==> src/rtl/trojan_rx_pkg.sv <==
// rtl/trojan_rx_pkg.sv - shared types and defaults for the leak-stream receiver
package trojan_rx_pkg;
  localparam int WORD_W_DEF = 64;
  localparam int SYM_W_DEF  = 2;
  localparam int SYMS_DEF   = WORD_W_DEF / SYM_W_DEF;

  // Trigger pattern that arms the transmitter side of the harness
  localparam logic [31:0] TRIGGER = 32'h0044ab93;

  typedef enum logic [1:0] {IDLE, RECV, DONE} state_t;
endpackage

==> src/rtl/trojan_rx_deser.sv <==
// rtl/trojan_rx_deser.sv - LSB-first symbol shift register with frame position counter
module trojan_rx_deser
  import trojan_rx_pkg::*;
#(
  parameter int WORD_W = WORD_W_DEF,
  parameter int SYM_W  = SYM_W_DEF,
  parameter int SYMS   = WORD_W / SYM_W,
  parameter int CW     = $clog2(SYMS)
) (
  input  logic              clk,
  input  logic              rst,
  input  logic              shift_en,
  input  logic              clr,
  input  logic [SYM_W-1:0]  sym,
  output logic [WORD_W-1:0] sr,
  output logic              last_sym
);
  logic [CW-1:0]     r_cnt;
  logic [WORD_W-1:0] r_sr;

  assign sr       = r_sr;
  assign last_sym = shift_en && !clr && (r_cnt == CW'(SYMS - 1));

  always_ff @(posedge clk or posedge rst) begin
    if (rst) begin
      r_sr  <= '0;
      r_cnt <= '0;
    end else begin
      if (shift_en) r_sr <= {sym, r_sr[WORD_W-1:SYM_W]};
      // Counter wraps to 0 on the last symbol so a back-to-back frame starts at 1
      if (clr)           r_cnt <= '0;
      else if (shift_en) r_cnt <= last_sym ? '0 : r_cnt + CW'(1);
    end
  end
endmodule

==> src/rtl/trojan_rx_32_64.sv <==
// rtl/trojan_rx_32_64.sv - leak-stream receiver: frame FSM, word handshake, error flags
module trojan_rx_32_64
  import trojan_rx_pkg::*;
#(
  parameter int WORD_W  = WORD_W_DEF,
  parameter int SYM_W   = SYM_W_DEF,
  parameter int SYMS    = WORD_W / SYM_W,
  parameter int GAP_MAX = 0,
  parameter int CNT_W   = 8
) (
  input  logic              clk,
  input  logic              rst_all,
  input  logic              leak_valid,
  input  logic [SYM_W-1:0]  leak_bits,
  output logic [WORD_W-1:0] key,
  output logic              key_valid,
  input  logic              key_ack,
  output logic              err_short,
  output logic              err_overrun,
  input  logic              clr_err,
  output logic [CNT_W-1:0]  frame_cnt,
  output logic              busy
);
  localparam int GAP_W = $clog2(GAP_MAX + 2);

  state_t            r_state;
  logic [GAP_W-1:0]  r_gap;
  logic [WORD_W-1:0] r_key;
  logic              r_key_valid;
  logic              r_err_short;
  logic              r_err_overrun;
  logic [CNT_W-1:0]  r_frame_cnt;

  logic [WORD_W-1:0] w_sr;
  logic              w_last;
  logic              w_abort;

  assign w_abort = (r_state == RECV) && !leak_valid && (r_gap >= GAP_W'(GAP_MAX));

  trojan_rx_deser #(
    .WORD_W(WORD_W),
    .SYM_W (SYM_W),
    .SYMS  (SYMS)
  ) u_deser (
    .clk     (clk),
    .rst     (rst_all),
    .shift_en(leak_valid),
    .clr     (w_abort),
    .sym     (leak_bits),
    .sr      (w_sr),
    .last_sym(w_last)
  );

  always_ff @(posedge clk or posedge rst_all) begin
    if (rst_all) begin
      r_state       <= IDLE;
      r_gap         <= '0;
      r_key         <= '0;
      r_key_valid   <= 1'b0;
      r_err_short   <= 1'b0;
      r_err_overrun <= 1'b0;
      r_frame_cnt   <= '0;
    end else begin
      // Clear first so an error raised in the same cycle takes precedence
      if (clr_err) begin
        r_err_short   <= 1'b0;
        r_err_overrun <= 1'b0;
      end

      case (r_state)
        IDLE: begin
          r_gap <= '0;
          if (leak_valid) r_state <= RECV;
        end
        RECV: begin
          if (leak_valid) begin
            r_gap <= '0;
            if (w_last) r_state <= DONE;
          end else if (w_abort) begin
            r_err_short <= 1'b1;
            r_gap       <= '0;
            r_state     <= IDLE;
          end else begin
            r_gap <= r_gap + GAP_W'(1);
          end
        end
        DONE: begin
          r_gap   <= '0;
          r_state <= leak_valid ? RECV : IDLE;
        end
        default: r_state <= IDLE;
      endcase

      if (r_state == DONE) begin
        r_key       <= w_sr;
        r_key_valid <= 1'b1;
        r_frame_cnt <= r_frame_cnt + CNT_W'(1);
        if (r_key_valid && !key_ack) r_err_overrun <= 1'b1;
      end else if (key_ack && r_key_valid) begin
        r_key_valid <= 1'b0;
      end
    end
  end

  assign key         = r_key;
  assign key_valid   = r_key_valid;
  assign err_short   = r_err_short;
  assign err_overrun = r_err_overrun;
  assign frame_cnt   = r_frame_cnt;
  assign busy        = (r_state == RECV);
endmodule

==> config.mk <==
export PLATFORM = sky130hd
export DESIGN_NAME = trojan_rx_32_64
export DESIGN_NICKNAME = d
export VERILOG_FILES = /design/src/rtl/trojan_rx_pkg.sv /design/src/rtl/trojan_rx_deser.sv /design/src/rtl/trojan_rx_32_64.sv
export SDC_FILE = /design/constraint.sdc
export NUM_CORES = 1
export LEC_CHECK = 0
export ABC_AREA = 1
export ABC_CLOCK_PERIOD_IN_PS = 11400
export BUFFER_PORTS_ARGS = -buffer_cell sky130_fd_sc_hd__clkbuf_2
export CAP_MARGIN = 20
export CELL_PAD_IN_SITES_DETAIL_PLACEMENT = 1
export CELL_PAD_IN_SITES_GLOBAL_PLACEMENT = 1
export CORE_ASPECT_RATIO = 1.2
export CORE_MARGIN = 1.5
export CORE_UTILIZATION = 36
export CTS_BUF_LIST = sky130_fd_sc_hd__clkbuf_8
export DETAILED_ROUTE_END_ITERATION = 12
export MAX_ROUTING_LAYER = met4
export PLACE_DENSITY_LB_ADDON = 0.12
export SKIP_LAST_GASP = 1
export SYNTH_ARGS = -nofsm -noshare
export SYNTH_HDL_FRONTEND = slang
export SYNTH_SLANG_ARGS = --single-unit
==> constraint.sdc <==
create_clock -name clk -period 11.4 [get_ports clk]
set_input_delay 2.85 -clock clk [delete_from_list [all_inputs] [get_ports clk]]
set_output_delay 2.85 -clock clk [all_outputs]
set_load 0.05 [all_outputs]
; ---- After elaboration in Yosys (flattened, before gate mapping)
; Index checks and enable logic that the tools add are counted.
[word_totals]
ff_bits = 147
latch_bits = 0
ramBits = 0
romBits = 0
in_bits = 7
out_inout_bits = 76
elab_cells = 55
memories = 0
[classes]
n_addsub = 3
mul = 0
div_mod_pow = 0
n_lt_le_gt_ge = 1
n_eq_ne = 6
shift = 0
n_mux = 21
bitwise = 0
reduce_logical = 15
[ops]
columns = op, n
row1 = 5-bit 2-to-1 mux, 3
row2 = 1-bit 2-to-1 mux, 12
row3 = 8-bit by 1-bit adder with 8-bit output (second input constant), 1
row4 = 2-bit 2-to-1 mux, 4
row5 = 1-bit logical AND, 6
row6 = 3-bit by 2-bit != test with 1-bit output (second input constant), 2
row7 = 2-bit one-hot mux with 3 select lines, 1
row8 = 2-bit nonzero test, 3
row9 = 5-bit by 1-bit adder with 5-bit output (second input constant), 1
row10 = 5-bit == test (second input constant), 1
row11 = 1-bit zero test, 3
row12 = 3-bit AND reduction, 1
row13 = 2-bit by 1-bit == test with 1-bit output (second input constant), 1
row14 = 2-bit == test (second input constant), 1
row15 = 2-bit zero test, 1
row16 = 2-bit != test (second input constant), 1
row17 = 1-bit one-hot mux with 2 select lines, 1
row18 = 2-bit OR reduction, 1
row19 = 1-bit adder (second input constant), 1
row20 = 1-bit >= comparator (second input constant), 1

; ---- Logic depth before layout (Yosys ltp)
; Gate-level depths: netlist of the first run.
[logic_depth]
ltp_word = 9
depth_mapped = 9
ltp_nobuf = 9

; ---- Hierarchy
; Synthesis of the first run repeated with hierarchy kept, for this count alone.
[unflattened]
hier_cells = 475
area_unflattened_um2 = 5719.2
[by_module_without_submodules]
columns = mod, instances, cells_per_inst, area_per_inst_um2, seq_area_each_um2
row1 = trojan_rx_32_64, 1, 199, 3014.1, 1926.8
row2 = trojan_rx_deser, 1, 276, 2705.1, 1726.7

; ---- Worst setup path before layout of the first run
; OpenSTA, ideal clock, no wires.
[synth_timing]
kind = register -> output
start = reg r_state[1]
end = out busy
arrival_ns = 0.914
required_ns = 8.550
setup_slack_ns = 7.636
path_stages_with_launch = 4
n_path_buf = 0
path_cell_list = dfrtp_1 inv_1 nand2_1 inv_1
[synth_via]
elab_chain_len = 1
[synth_lines]
columns = item, line_no
row1 = from (decl), trojan_rx_32_64.sv:26  ; state_t r_state;
row2 = from (signal assigned), trojan_rx_32_64.sv:89  ; r_state <= leak_valid ? RECV : IDLE;
row3 = 2-bit by 1-bit == test with 1-bit output, trojan_rx_32_64.sv:110  ; assign busy = (r_state == RECV);
row4 = to (decl), trojan_rx_32_64.sv:22  ; output logic busy
; No other way between the ends.

; ---- Worst setup path in the final report of the first run
; Same ends and word-level chain as after synthesis.

==> summary.txt, run 1 <==
Outcome
  – Status: finished, final reports clean

Pwr
  – Pwr dens: 173 nW/um2
  – Leak: 3.29 nW
  – VDD IR max: 0.0000622 V
  – Tot Pwr: 1.13 mW

Timing
  – Post-route minimum period: 4.38 ns
  – Slew Viols, Final: 0
  – Hold slack: 0.486 ns
  – Final setup viols: 0
  – Setup Skew: 0.0108 ns
  – Final setup margin: 7.02 ns
  – Unrepaired setup endpoints after global routing: false
  – Worst Max-Slew Pin Slew: 0.887 ns
  – Peak Freq: 228 MHz
  – Final Hold Vio Count: 0
  – Final Cycle Share: 0.384
  – Worst slew margin: 0.409
  – Setup_tns: 0 ns

Route
  – Vias per Instance: 4.47
  – Drt total wl: 11200 um
  – DR pass1 iterations: 4
  – Post-DRT Antenna Nets: 0
  – Initial drt markers: 193
  – DR DRC count: 0
  – WL/cell: 13.0 um
  – Vias: 3868

Global routing
  – Antenna violations before repair: 0
  – Gr usage total: 0.157
  – First-pass GRT wire length: 19700 um
  – Largest net degree at the start of global routing: 101
  – Global route overflow: 0
  – Vias in the first global route: 4111

Worst setup path
  – Worst setup path class: register to output pin
  – Worst Setup End Kind: output pin
  – Crit-path cells: inv_1 > nand2_1 > inv_1 > clkbuf_2
  – Worst-path fanout max: 7
  – Worst R2R Path Depth: 3
  – RR Startpoint: r_state[1]$_DFFE_PP0P_
  – Slowest cell on crit path: dfrtp_1
  – Slowest cell delay on critical path: 0.44 ns
  – Flop2flop setup slack: 9.51 ns
  – Crit path launch type: register
  – WP buf/inv: 3
  – Most used cell, CP: inv_1
  – Delay-heaviest family, CP: buffers and inverters
  – WP data arrival: 1.53 ns
  – Worst path required time: 8.55 ns
  – RR Endpoint: key[40]$_DFFE_PP0P_

Placed design
  – Dpl ws: 6.86 ns
  – Buffers on Ports: 82
  – Placer Congestion: 0.690
  – HPWL after DPL: 7150 um

Cells and area
  – Area grow syn2layout: 17.1%
  – Area of the multi-input gates: 1440 um2
  – Final core occ: 0.433
  – Fin nets: 659
  – Reg area: 3650 um2
  – Diode count: 0
  – Layout cells sized above 1: 0.183
  – # fillers: 1790

Floorplanning
  – Die area: 16300 um2
  – Core area: 15100 um2
  – Ports: 83
  – DIE WIDTH: 117 um
  – Die height: 139 um
  – Initial core utilization: 0.370
  – Core Rows: 49

Logic synthesis
  – Register area share after synthesis: 0.655
  – Cells after Synth: 572
  – Synthesized area: 5580 um2
  – Synth warnings: 0
  – #FFs+latches synth: 146
  – Mapped Nets: 582
  – Distinct cells, synth: 22
  – Avg Inst Size Synth: 9.76 um2

Clock tree
  – CTS tree: yes
  – Clk slew on worst S/H paths: 0.07 ns
  – Root buf cell: clkbuf_8
  – Setup bufs post-CTS: 0
  – TritonCTS Sinks: 146
  – H-tree depth reported by CTS: 4
  – Total CTS buffers: 17
  – Post-CTS Hold Fix Bufs: 0
  – PostCTS Resize Cnt: 0
  – Clock Path Buffers: 2
  – Clk_lat worst skew: 0.43 ns

Hold path
  – Worst Hold Path Cells: 2
  – Hold path start: u_deser.sr[63]$_DFFE_PP0P_
  – Hold Crit Class: register to register
  – WHS Endpoint: u_deser.sr[61]$_DFFE_PP0P_

Job
  – Max Cap Viol: 0
metrics by stage:
stage / cell area (um2) / cells
after floorplan: 5580 / 572
after global placement: 6100 / 833
after detailed placement: 6100 / 833
after CTS: 6510 / 864
after global routing: 6540 / 865
final: 6540 / 865
how the worst max path moves through the flow:
| stage | startpoint | end | slack, ns | cells past startpoint |
|---|---|---|---|---|
| 2_1_floorplan | rst_all | err_overrun$_DFF_PP0_ | 4.63 | 1 |
| 3_3_place_gp | rst_all | frame_cnt[7]$_DFFE_PP0P_ | 6.92 | 3 |
| 3_5_place_dp | rst_all | frame_cnt[7]$_DFFE_PP0P_ | 6.86 | 3 |
| 4_1_cts | r_state[1]$_DFFE_PP0P_ | busy | 6.96 | 4 |
| 5_1_grt | r_state[1]$_DFFE_PP0P_ | busy | 6.89 | 4 |
| 6_report | r_state[1]$_DFFE_PP0P_ | busy | 7.02 | 4 |
routing by layer:
metal  wire length, um  track usage  vias up
li1                  -            -     1932
met1              5610        0.211     1849
met2              5090        0.236       77
met3               402       0.0375       10
met4               125       0.0482        0
met5                 0            -        -
cells in the final DEF (no fill, tap or decap), types with 3 or more instances in the layout:
master,n
nand2_1,155
dfrtp_1,146
o21ai_0,111
inv_1,82
clkbuf_2,81
clkbuf_8,22
o21ai_1,18
nand3_1,9
nor2_1,5
buf_4,4
xnor2_1,3
o22ai_1,3
ha_1,3
clkinvlp_4,3
state kept, by name (all words and copies together) (netlist names):
| signal | flops |
|---|---|
| u_deser.sr | 64 |
| err_overrun | 1 |
| key | 64 |
| frame_cnt | 8 |
| u_deser.r_cnt | 5 |
| key_valid | 1 |
| r_state | 2 |
| err_short | 1 |
area by class of cell:
class | instances | share of cell area
timing repair buffer | 86 | 0.0708
tap | 204 | 0.0391
clock buffer | 22 | 0.0463
multi-input combinational | 315 | 0.220
inverter | 83 | 0.0484
sequential | 146 | 0.559
clock inverter | 9 | 0.0161
synth_stat cells:
| library cell | instances | area [um2] |
|---|---|---|
| inv_2 | 1 | 3.75 |
| xnor2_1 | 3 | 26.3 |
| ha_1 | 3 | 37.5 |
| nor2_2 | 1 | 6.26 |
| a21oi_1 | 2 | 10.0 |
| o22ai_1 | 3 | 18.8 |
| nor2_1 | 5 | 18.8 |
| mux2_4 | 1 | 15.0 |
| inv_1 | 82 | 308 |
| buf_4 | 1 | 7.51 |
| nand3_1 | 9 | 45.0 |
| o21ai_1 | 18 | 90.1 |
| nand2_2 | 1 | 6.26 |
| nand2_1 | 155 | 582 |
| clkbuf_2 | 1 | 5.00 |
| o21ai_0 | 111 | 556 |
| dfrtp_1 | 146 | 3650 |
| buf_6 | 8 | 90.1 |
| nor3_1 | 1 | 5.00 |
| clkbuf_1 | 9 | 33.8 |
| buf_2 | 9 | 45.0 |
| xor2_1 | 2 | 17.5 |
logic make-up (layout without fill, tap and decap cells):
kind of cell,after synthesis,after routing,share of synthesized area
mux,1,1,0.00269
simple gates,172,172,0.119
buf+inv,111,200,0.0883
compound gates,134,134,0.121
flops,146,146,0.655
fa+ha+maj,3,3,0.00673
xor+xnor,5,5,0.00785
worst register-to-register path, stage by stage (launching register included):
cell     delay (ns)
dfrtp_1        0.44
nand2_4        0.30
buf_4          0.78
o21ai_0        0.22
power breakdown:
part	switching, mW	leakage [nW]	internal (mW)
logic	0.0933	1.14	0.0340
clock network	0.188	0.204	0.222
registers	0.0293	1.94	0.567
total	0.310	3.29	0.823
Note: power is estimated with default switching activity, not from simulation.
==> inputs of run 2 (changes only) <==
--- a/config.mk
+++ b/config.mk
@@ -6,7 +6,7 @@
 export NUM_CORES = 1
 export LEC_CHECK = 0
 export ABC_AREA = 1
-export ABC_CLOCK_PERIOD_IN_PS = 11400
+export ABC_CLOCK_PERIOD_IN_PS = 3500
 export BUFFER_PORTS_ARGS = -buffer_cell sky130_fd_sc_hd__clkbuf_2
 export CAP_MARGIN = 20
 export CELL_PAD_IN_SITES_DETAIL_PLACEMENT = 1
==> constraint.sdc (replaced) <==
create_clock -name clk -period 3.5 [get_ports clk]
set_input_delay 0.875 -clock clk [delete_from_list [all_inputs] [get_ports clk]]
set_output_delay 0.875 -clock clk [all_outputs]
set_load 0.05 [all_outputs]
==> summary.txt, run 2 (synthesis results as in run 1) <==
Outcome
  – Status: finished, final reports clean

Clock tree
  – H-tree depth reported by CTS: 4 (unchanged)
  – Root buf cell: clkbuf_8
  – Total CTS buffers: 17 (unchanged)
  – Clk_lat worst skew: 0.46 ns (+0.03 ns)
  – Setup bufs post-CTS: 0 (unchanged)
  – CTS tree: yes
  – Post-CTS Hold Fix Bufs: 0 (unchanged)
  – Clock Path Buffers: 2 (unchanged)
  – TritonCTS Sinks: 146 (unchanged)
  – PostCTS Resize Cnt: 0 (unchanged)
  – Clk slew on worst S/H paths: 0.08 ns (about the same)

Timing
  – Slew Viols, Final: 0 (unchanged)
  – Final Hold Vio Count: 0 (unchanged)
  – Setup_tns: 0 ns (unchanged)
  – Worst slew margin: 0.389 (-0.0202)
  – Final setup viols: 0 (unchanged)
  – Setup Skew: 0.00990 ns (-0.000897 ns)
  – Peak Freq: 417 MHz
  – Post-route minimum period: 2.40 ns
  – Unrepaired setup endpoints after global routing: false
  – Final Cycle Share: 0.686
  – Worst Max-Slew Pin Slew: 0.917 ns (+0.0303 ns)

Worst setup path
  – WP data arrival: 1.52 ns (about the same)
  – Worst-path fanout max: 7 (unchanged)
  – Flop2flop setup slack: 1.71 ns (-7.80 ns)
  – Worst setup path class: register to output pin
  – Worst path required time: 2.62 ns (-5.93 ns)
  – Worst R2R Path Depth: 3 (unchanged)
  – Worst Setup End Kind: output pin
  – Crit path launch type: register

Pwr
  – VDD IR max: 0.000264 V (+320%)
  – Leak: 3.31 nW (+0.59%)
  – Pwr dens: 581 nW/um2 (+240%)
  – Tot Pwr: 3.81 mW (+240%)

Floorplanning
  – Ports: 83 (unchanged)
  – Initial core utilization: 0.370 (unchanged)
  – Core area: 15100 um2 (unchanged)
  – DIE WIDTH: 117 um (unchanged)
  – Core Rows: 49 (unchanged)
  – Die height: 139 um (unchanged)
  – Die area: 16300 um2 (unchanged)

Cells and area
  – Commonest non-fill, non-tap cell in the layout: nand2_1
  – Fin area: 6560 um2 (+0.44%)
  – Layout cells sized above 1: 0.184 (+0.000956)
  – Fin nets: 660 (+0.15%)
  – Area grow syn2layout: 17.6%
  – Most frequent cells in the layout: 155 x nand2_1, 146 x dfrtp_1, 111 x o21ai_0, 83 x inv_1, 81 x clkbuf_2
  – Non-Filler Instances: 867 (+0.23%)
  – Diode count: 0 (unchanged)

Hold path
  – Worst Hold Path Cells: 2 (unchanged)
  – Hold Crit Class: register to register

Job
  – Max Cap Viol: 0 (unchanged)

Placed design
  – Buffers on Ports: 82 (unchanged)
  – Placed cell count: 835 (+0.24%)
  – Placed Area: 6130 um2 (+0.43%)
  – HPWL after DPL: 7580 um (+6.1%)
  – Placer Congestion: 0.683 (-1.1%)

Route
  – Vias per Instance: 4.53 (+1.4%)
  – DR pass1 iterations: 4 (unchanged)
  – DR DRC count: 0 (unchanged)
  – Initial drt markers: 114 (-41%)
  – Post-DRT Antenna Nets: 0 (unchanged)
  – WL/cell: 13.6 um (+4.6%)
  – Drt total wl: 11800 um (+4.8%)
  – Vias: 3930 (+1.6%)

Global routing
  – First-pass GRT wire length: 20000 um (+1.2%)
  – Antenna violations before repair: 0 (unchanged)
  – Largest net degree at the start of global routing: 147 (+46%)
  – Gr usage total: 0.164 (+0.00689)
  – Vias in the first global route: 4160 (+1.2%)
  – Global route overflow: 0 (unchanged)
-- run 2: changes by cell type in the layout (fill, tap and decap cells not counted) --
cell	before	now
buf_12	0	1
clkinv_2	2	4
clkbuf_8	22	20
inv_1	82	83
bufinv_16	2	4
buf_4	4	5
buf_16	1	0
inv_6	1	0
clkinv_4	1	0
-- run 2: power breakdown --
group | internal [mW] | switching, mW | leakage [nW] | total, mW
Sequential | 1.85 | 0.0963 | 1.94 | 1.94
Combinational | 0.109 | 0.314 | 1.14 | 0.423
Clock | 0.823 | 0.624 | 0.227 | 1.45
Total | 2.78 | 1.03 | 3.31 | 3.81
-- run 2: metrics by stage --
step / worst slack [ns] / hold WS (ns) / utilization
3_5_place_dp: 1.38 / 0.470 / 0.406
2_1_floorplan: 0.792 / 0.450 / -
5_1_grt: 0.959 / 0.506 / 0.435
3_3_place_gp: 1.43 / 0.459 / 0.406
4_1_cts: 1.05 / 0.484 / 0.435
6_report: 1.10 / 0.476 / 0.435
-- run 2: metal layers --
layer,vias up,track usage,share of wire
li1,1935,-,-
met1,1904,0.207,0.47
met2,74,0.241,0.46
met3,17,0.0566,0.050
met4,0,0.0647,0.021
met5,-,-,0
-- run 2: final timing paths --
kind                                      startpoint                        end
setup / recovery              r_state[1]$_DFFE_PP0P_                       busy
hold / removal             u_deser.sr[4]$_DFFE_PP0P_  u_deser.sr[2]$_DFFE_PP0P_
setup reg to reg              r_state[1]$_DFFE_PP0P_        key[35]$_DFFE_PP0P_
hold reg to reg            u_deser.sr[4]$_DFFE_PP0P_  u_deser.sr[2]$_DFFE_PP0P_
max in group asynchronous                    rst_all        key[37]$_DFFE_PP0P_
min in group asynchronous                    rst_all         key[8]$_DFFE_PP0P_
-- run 2: area by class of cell --
type | count | area (um2)
Clock inverter | 12 | 163
Timing Repair Buffer | 87 | 463
Sequential cell | 146 | 3650
Multi-Input combinational cell | 315 | 1440
Fill cell | 1783 | 8520
Clock buffer | 20 | 275
Tap cell | 204 | 255
Inverter | 83 | 315
-- run 2: worst max-delay path, cell delays in order (launching register included) --
cell and delay, ns:
dfrtp_1 0.44, inv_1 0.09, nand2_1 0.17, inv_1 0.09, clkbuf_2 0.27
==> inputs of run 3 (changes only) <==
--- a/config.mk
+++ b/config.mk
@@ -5,8 +5,8 @@
 export SDC_FILE = /design/constraint.sdc
 export NUM_CORES = 1
 export LEC_CHECK = 0
-export ABC_AREA = 1
-export ABC_CLOCK_PERIOD_IN_PS = 3500
+export ABC_AREA = 0
+export ABC_CLOCK_PERIOD_IN_PS = 1900
 export BUFFER_PORTS_ARGS = -buffer_cell sky130_fd_sc_hd__clkbuf_2
 export CAP_MARGIN = 20
 export CELL_PAD_IN_SITES_DETAIL_PLACEMENT = 1
==> constraint.sdc (replaced) <==
create_clock -name clk -period 1.9 [get_ports clk]
set_input_delay 0.475 -clock clk [delete_from_list [all_inputs] [get_ports clk]]
set_output_delay 0.475 -clock clk [all_outputs]
set_load 0.05 [all_outputs]
==> summary.txt, run 3 <==
Outcome
  – Status: finished, final reports clean

Timing
  – Worst slew margin: 0.688 (+0.299)
  – Worst Max-Slew Pin Slew: 0.468 ns (-0.449 ns)
  – Final Cycle Share: 0.941
  – Final setup viols: 0 (unchanged)
  – Final Hold Vio Count: 0 (unchanged)
  – Unrepaired setup endpoints after global routing: false
  – Setup Skew: 0.0115 ns (+0.00161 ns)
  – Slew Viols, Final: 0 (unchanged)
  – Post-route minimum period: 1.79 ns
  – Peak Freq: 559 MHz
  – Final setup margin: 0.111 ns (-0.989 ns)

Worst setup path
  – WP data arrival: 1.31 ns (-0.21 ns)
  – Worst Setup End Kind: output pin
  – WP buf/inv: 2 (-1)
  – Worst R2R Path Depth: 5 (+2)
  – RR Endpoint: u_deser.r_cnt[2]$_DFFE_PP0P_
  – Flop2flop setup slack: 0.34 ns (-1.37 ns)
  – Crit path launch type: register
  – Critical Path Start: r_state[1]$_DFFE_PP0P_
  – Worst-path fanout max: 7 (unchanged)
  – RR Startpoint: u_deser.r_cnt[0]$_DFFE_PP0P_
  – Crit-path cells: nand2b_4 > inv_2 > clkbuf_8
  – Worst setup path class: register to output pin
  – Slowest cell on crit path: dfrtp_1
  – Slowest cell delay on critical path: 0.42 ns (-0.02 ns)
  – Delay-heaviest family, CP: flip-flops
  – Worst path required time: 1.42 ns (-1.20 ns)

Placed design
  – Dpl ws: 0.342 ns (-1.04 ns)
  – Placed Area: 6210 um2 (+1.3%)
  – Placer Congestion: 0.699 (+2.4%)
  – HPWL after DPL: 6990 um (-7.8%)
  – Buffers on Ports: 82 (unchanged)

Pwr
  – Leak: 3.56 nW (+7.7%)
  – Power share of the sequential group: 0.551 (+0.041)
  – Tot Pwr: 7.39 mW (+94%)
  – Internal power: 5.59 mW (+100%)
  – Clock Power Share: 0.364 (-0.015)
  – Switching share of power: 0.243 (-0.0278)
  – P_sw: 1.80 mW (+74%)
  – VDD IR max: 0.000472 V (+79%)
  – Comb pwr share: 0.086 (-0.025)
  – Pwr dens: 1110 nW/um2 (+91%)

Logic synthesis
  – Top-count cell post-synth: nand2_1
  – Top FF cell, synth: dfrtp_1
  – Avg Inst Size Synth: 11.6 um2 (+19%)
  – Synth warnings: 0 (unchanged)
  – #FFs+latches synth: 146 (unchanged)
  – Commonest cells in the netlist: 205 x nand2_1, 146 x dfrtp_1, 51 x mux2_1
  – Mapped Nets: 488 (-16%)
  – Ys async rst share: 1.00 (unchanged)
  – Largest area contributor in the netlist: dfrtp_1
  – Synthesized area: 5570 um2 (-0.22%)
  – Largest cells by area after synthesis: dfrtp_1 66%, nand2_1 14%, mux2_1 10%, mux2_2 2.6%, buf_4 1.3%
  – Cells after Synth: 478 (-16%)
  – Register area share after synthesis: 0.656 (+0.00147)
  – Yosys top cell area share: 0.656 (+0.00147)
  – Post-synth EDFFs: 0 (unchanged)
  – Distinct cells, synth: 21 (-4.5%)

Route
  – Vias: 3555 (-9.5%)
  – Post-DRT Antenna Nets: 0 (unchanged)
  – WL/cell: 14.2 um (+4.3%)
  – Vias per Instance: 4.56 (+0.68%)
  – Initial drt markers: 152 (+33%)
  – DR pass1 iterations: 4 (unchanged)
  – DR DRC count: 0 (unchanged)
  – Drt total wl: 11000 um (-6.3%)

Global routing
  – Gr usage total: 0.158 (-0.00589)
  – Global route overflow: 0 (unchanged)
  – Largest net degree at the start of global routing: 81 (-45%)
  – Vias in the first global route: 3857 (-7.3%)
  – First-pass GRT wire length: 19200 um (-4.1%)
  – Antenna violations before repair: 0 (unchanged)

Floorplanning
  – Die height: 139 um (-0.11%)
  – DIE WIDTH: 117 um (-0.11%)
  – Core Rows: 49 (unchanged)
  – Die area: 16200 um2 (-0.22%)
  – Core area: 15100 um2 (unchanged)
  – Initial core utilization: 0.369 (-0.000830)
  – Ports: 83 (unchanged)

Cells and area
  – Most frequent cells in the layout: 205 x nand2_1, 146 x dfrtp_1, 80 x clkbuf_2, 51 x mux2_1, 22 x clkbuf_8
  – Layout cells sized above 1: 0.242 (+0.0577)
  – Fin area: 6670 um2 (+1.6%)
  – Commonest non-fill, non-tap cell in the layout: nand2_1
  – # fillers: 1696 (-4.9%)
  – Area grow syn2layout: 19.8%
  – Fin nets: 573 (-13%)
  – Diode count: 0 (unchanged)

Clock tree
  – Setup bufs post-CTS: 0 (unchanged)
  – Total CTS buffers: 17 (unchanged)
  – PostCTS Resize Cnt: 4 (+4)
  – Root buf cell: clkbuf_8
  – TritonCTS Sinks: 146 (unchanged)
  – Post-CTS Hold Fix Bufs: 0 (unchanged)
  – H-tree depth reported by CTS: 4 (unchanged)
  – Clk_lat worst skew: 0.45 ns (about the same)
  – Clock Path Buffers: 2 (unchanged)
  – CTS tree: yes
  – Clk slew on worst S/H paths: 0.08 ns (about the same)

Hold path
  – Hold Crit Class: input pin to async pin

Job
  – Max Cap Viol: 0 (unchanged)
-- run 3: cell families after synthesis --
| logic type | share of synthesized area |
|---|---|
| simple gates | 0.154 |
| flops | 0.656 |
| mux | 0.129 |
| buf+inv | 0.0306 |
| xor+xnor | 0.0142 |
| compound gates | 0.00854 |
| fa+ha+maj | 0.00674 |
-- run 3: power by group through the flow --
stage	registers, mW	logic (mW)	clock network [mW]
final	4.07	0.632	2.69
after global placement	4.11	0.613	0
after floorplan	3.99	0.530	0
after detailed placement	4.13	0.648	0
after CTS	4.07	0.654	2.78
after global routing	4.16	0.718	2.91
-- run 3: final cells by class --
class                           count  area, um2  share of cell area
Clock buffer                       21        289              0.0433
Clock inverter                     10        155              0.0233
Inverter                            5       22.5             0.00338
Multi-Input combinational cell    303       1760               0.264
Sequential cell                   146       3650               0.548
Tap cell                          204        255              0.0383
Timing Repair Buffer               90        532              0.0797
-- run 3: worst max-delay path by stage --
| stage | endpoint | slack (ns) | cells past startpoint |
|---|---|---|---|
| global route | busy | 0.02 | 3 |
| CTS | busy | 0.08 | 3 |
| finish | busy | 0.11 | 3 |
| global placement | busy | 0.39 | 3 |
| detailed placement | busy | 0.34 | 3 |
| floorplan | err_overrun$_DFF_PP0_ | -0.41 | 1 |
-- run 3: layer usage --
layer / track usage / vias to the layer above / part of all wire
met3: 0.0375 / 18 / 0.033
met2: 0.251 / 58 / 0.49
met5: - / - / 0
li1: - / 1691 / -
met4: 0.0693 / 0 / 0.022
met1: 0.190 / 1788 / 0.45
-- run 3: stage by stage --
step	hold WS (ns)	utilization	setup TNS (ns)	std cells
global placement	0.458	0.412	0	748
global route	0.156	0.442	0	779
finish	0.150	0.442	0	779
floorplan	0.432	-	-59.57	478
CTS	0.154	0.442	0	779
detailed placement	0.462	0.412	0	748
-- run 3: tightest hold or removal path, delay by kind of cell --
kind | cells | cell delay [ns]
buffers and inverters | 3 | 0.52
